`src/rtl/adder_arbiter.sv`:
```
// Round-robin arbiter sharing one WIDTH-bit adder among N_REQ requesters,
// with a single-entry registered response (sum, carry, signed overflow, id).
module adder_arbiter #(
   parameter int N_REQ = 4,
   parameter int WIDTH = 32,
   parameter int ID_W  = 2
) (
   input  logic                   clk,
   input  logic                   reset,
   input  logic [N_REQ-1:0]       req_valid,
   input  logic [N_REQ*WIDTH-1:0] req_a,
   input  logic [N_REQ*WIDTH-1:0] req_b,
   output logic [N_REQ-1:0]       req_ready,
   output logic                   rsp_valid,
   output logic [ID_W-1:0]        rsp_id,
   output logic [WIDTH-1:0]       rsp_sum,
   output logic                   rsp_carry,
   output logic                   rsp_ovf,
   input  logic                   rsp_ready
);

   logic              r_rsp_valid;
   logic [ID_W-1:0]   r_rsp_id;
   logic [WIDTH-1:0]  r_rsp_sum;
   logic              r_rsp_carry;
   logic              r_rsp_ovf;
   logic [ID_W-1:0]   r_last_grant;

   logic              w_can_issue;
   logic              w_grant_found;
   logic [ID_W-1:0]   w_grant_idx;
   logic [WIDTH-1:0]  w_a;
   logic [WIDTH-1:0]  w_b;
   logic [WIDTH:0]    w_sum_full;
   logic              w_ovf;

   // A full register may be drained and refilled on the same edge.
   assign w_can_issue = ~r_rsp_valid | rsp_ready;

   // NOTE: every variable written here gets a default first, so no latch is inferred.
   always_comb begin
      int v_idx;
      w_grant_found = 1'b0;
      w_grant_idx   = '0;
      v_idx         = 0;
      if (w_can_issue && !reset) begin
         for (int k = 1; k <= N_REQ; k++) begin
            v_idx = (int'(r_last_grant) + k) % N_REQ;
            if (!w_grant_found && req_valid[v_idx]) begin
               w_grant_found = 1'b1;
               w_grant_idx   = ID_W'(v_idx);
            end
         end
      end
   end

   always_comb begin
      req_ready = '0;
      if (w_grant_found) req_ready[w_grant_idx] = 1'b1;
   end

   assign w_a        = req_a[int'(w_grant_idx)*WIDTH +: WIDTH];
   assign w_b        = req_b[int'(w_grant_idx)*WIDTH +: WIDTH];
   assign w_sum_full = {1'b0, w_a} + {1'b0, w_b};
   assign w_ovf      = (w_a[WIDTH-1] == w_b[WIDTH-1]) &&
                       (w_sum_full[WIDTH-1] != w_a[WIDTH-1]);

   // NOTE: sequential state uses non-blocking assignments so every register
   // samples pre-edge values regardless of statement order.
   always_ff @(posedge clk) begin
      if (reset) begin
         r_rsp_valid  <= 1'b0;
         r_rsp_id     <= '0;
         r_rsp_sum    <= '0;
         r_rsp_carry  <= 1'b0;
         r_rsp_ovf    <= 1'b0;
         r_last_grant <= ID_W'(N_REQ - 1);
      end else if (w_grant_found) begin
         r_rsp_valid  <= 1'b1;
         r_rsp_id     <= w_grant_idx;
         r_rsp_sum    <= w_sum_full[WIDTH-1:0];
         r_rsp_carry  <= w_sum_full[WIDTH];
         r_rsp_ovf    <= w_ovf;
         r_last_grant <= w_grant_idx;
      end else if (rsp_ready) begin
         r_rsp_valid  <= 1'b0;
      end
   end

   assign rsp_valid = r_rsp_valid;
   assign rsp_id    = r_rsp_id;
   assign rsp_sum   = r_rsp_sum;
   assign rsp_carry = r_rsp_carry;
   assign rsp_ovf   = r_rsp_ovf;

endmodule

```
`config.mk`:
```
export PLATFORM = sky130hd
export DESIGN_NAME = adder_arbiter
export DESIGN_NICKNAME = d
export VERILOG_FILES = /design/src/rtl/adder_arbiter.sv
export SDC_FILE = /design/constraint.sdc
export NUM_CORES = 1
export LEC_CHECK = 0
export ABC_AREA = 1
export BUFFER_PORTS_ARGS = -buffer_cell sky130_fd_sc_hd__buf_2
export CAP_MARGIN = 20
export CORE_AREA = 4 4 116 118
export CTS_BUF_LIST = sky130_fd_sc_hd__clkbuf_4
export DETAILED_ROUTE_END_ITERATION = 16
export DIE_AREA = 0 0 120 122
export HOLD_SLACK_MARGIN = 0.15
export PLACE_DENSITY = 0.8
export SKIP_CTS_REPAIR_TIMING = 1
export SLEW_MARGIN = 20
export SYNTH_ARGS = -nofsm -noshare
export SYNTH_HDL_FRONTEND = slang
export SYNTH_SLANG_ARGS = --single-unit
```
`constraint.sdc`:
```
create_clock -name clk -period 5.3 [get_ports clk]
set_input_delay 0.265 -clock clk [delete_from_list [all_inputs] [get_ports clk]]
set_output_delay 0.265 -clock clk [all_outputs]
set_load 0.03 [all_outputs]
```
==> flow_summary.json <==
{
  "die_height_um": 122,
  "yosysTopAreaCellShare": 0.150,
  "yosys.area_share.simple": 0.400,
  "hold_viol": 0,
  "synth_nets": 1120,
  "grt_pass1_vias": 6316,
  "synth_cell_type_count": 42,
  "synth-edff-count": 0,
  "final_max_slew_viol_count": 0,
  "vias_per_cell": 5.35,
  "synth_common_cells": "187 x nand2_1, 121 x nor2_1, 69 x nand3_1, 58 x inv_1, 51 x a21oi_1",
  "synth_area_leader_cell": "dfxtp_1",
  "core_um2": 12500,
  "seq_area_um2": 781,
  "drc": 0,
  "max_slew.worst_pin.slew_ps": 935,
  "drt-pass1-iter-count": 5,
  "routed_wl_mm": 21.2,
  "root_buffer": "clkbuf_4",
  "cts_buffers": 5,
  "drive_above_1_share": 0.355,
  "yosysSeqAreaShare": 0.150,
  "num_rows": 41,
  "synth-xor-area-share": 0.0270,
  "synth_area_leaders": "dfxtp_1 15%, nand2_1 14%, nor2_1 8.8%, ha_1 7.7%, nand3_1 6.7%",
  "antenna_left": 0,
  "grt-ovfl-total": 0,
  "cp-start-kind": "flip-flop",
  "fin_setup_tns_ps": 0,
  "cts_sinks": 39,
  "grt_usage": 0.274,
  "synth_cells": 824,
  "setup_viol": 0,
  "slew_headroom": 0.373,
  "cts-htree-levels": 2,
  "synth_compound_area_frac": 0.240,
  "critPathKind": "flip-flop to flip-flop",
  "cp.required_ps": 5550,
  "synth-seq-cells": 39,
  "synth_area_um2": 5190,
  "num-fill-cells": 1286,
  "yosysMostFrequentCell": "nand2_1",
  "rsz0062_at_grt": "false",
  "clock_skew_ps": 8.51,
  "grt_max_degree": 60,
  "routedWlPerCell_um": 16.6,
  "yosys_warnings": 0,
  "muxShareOfSynthArea": 0,
  "synth_top_family_by_area": "simple AND/OR/NAND/NOR gates",
  "clk_latency_ps": 350,
  "cp.arrival_ps": 4900,
  "gp_congestion": 0.959,
  "avgSynthCellArea_um2": 6.30,
  "io_pins": 304,
  "fmax_ghz": 0.215,
  "whs_ps": 189,
  "finalCritPeriodShare": 0.877,
  "finalNetCount": 1399,
  "synth-async-reset-ratio": 0,
  "hpwl_mm": 17.9,
  "synthAdderAreaFrac": 0.0810,
  "drt_first_iter_violations": 613,
  "maxCapViolations": 0,
  "cts_tree": "done",
  "portBuffers": 303,
  "outcome": "finished clean",
  "hp-class": "input port to flip-flop",
  "grt_pass1_wl_mm": 32.2,
  "period_minus_slack_ps": 4650,
  "cp_max_fo": 23,
  "clk_path_buf_depth": 2,
  "syn2layout_area_growth_pct": 30.3,
  "die-area_um2": 14600,
  "worstSetupEndpointType": "flip-flop",
  "multiInputGateArea_um2": 3880,
  "antenna_found_initial": 1,
  "initial_core_util": 0.416,
  "num_vias": 6835,
  "fp.dieW_um": 120,
  "synth_ff_type": "dfxtp_1",
  "clk_pin_slew_worst_paths_ps": 120
}
-- path summary, 6_finish.rpt --
kind,start,to,slack [ps],depth (start not counted)
setup / recovery,r_last_grant[0],rsp_sum[26],650,22
hold / removal,reset,rsp_id[1],190,2
setup reg to reg,r_last_grant[0],rsp_sum[26],650,22
hold reg to reg,rsp_id[1],rsp_id[1],470,2
-- metrics by stage --
stage / util / worst slack (ps) / area (um2) / std cells
after global routing: 0.542 / 156 / 6760 / 1277
after CTS: 0.542 / 674 / 6760 / 1276
after floorplan: - / 1570 / 5190 / 824
after detailed placement: 0.538 / 679 / 6700 / 1268
final: 0.542 / 654 / 6760 / 1277
after global placement: 0.538 / 790 / 6700 / 1268
-- worst max-delay path, cell delays in order, from the launching register on --
cell and delay, ps:
dfxtp_1 590, inv_4 110, nand2_1 80, nand2_1 70, o21ai_1 230, o21ai_1 90
a21boi_1 330, nor2_8 120, nand2_4 280, inv_2 260, nand2_1 120, nand3_1 100
ha_1 240, fa_1 410, nand3_1 100, nand2_1 150, a31oi_1 240, o21ai_0 230
a21oi_1 270, o21ai_0 130, or2_2 280, nand3_1 70, nand2_1 40
-- state kept, by name, indices dropped and copies added (netlist names) --
signal        cells
rsp_sum          32
rsp_valid         1
r_last_grant      2
rsp_ovf           1
rsp_carry         1
rsp_id            2
-- cell usage in the layout (no fill, tap or decap), types with 4 or more instances in the layout --
master    count
buf_2       303
nand2_1     187
nor2_1      121
nand3_1      69
inv_1        58
a21oi_1      51
o21ai_0      48
dfxtp_1      39
ha_1         32
nor3_2       26
o22ai_2      25
nor3_1       24
a22oi_1      22
o22ai_1      17
xor2_1       11
a21o_1        7
inv_2         6
buf_4         6
xnor2_1       5
clkbuf_4      5
nand4_1       4
inv_4         4
-- metal layers --
layer	global-route usage	vias to the layer above	share of wire
li1	-	3363	-
met1	0.377	3049	0.43
met2	0.456	385	0.46
met3	0.0395	38	0.087
met4	0.0594	0	0.023
met5	0	-	0
-- cell families after synthesis --
group / after synthesis
simple gates: 445
xor+xnor: 16
compound gates: 185
flops: 39
buf+inv: 106
fa+ha+maj: 33
-- area by class of cell --
class,instances,area share
tap,172,0.0318
clock buffer,5,0.00555
sequential,39,0.116
timing repair buffer,309,0.231
multi-input combinational,679,0.574
inverter,69,0.0398
clock inverter,3,0.00222
antenna,1,0.000370
Power is left out: the tool's default activity adds up to more than one toggle a clock period on the data nets, which glitch-free logic cannot reach.
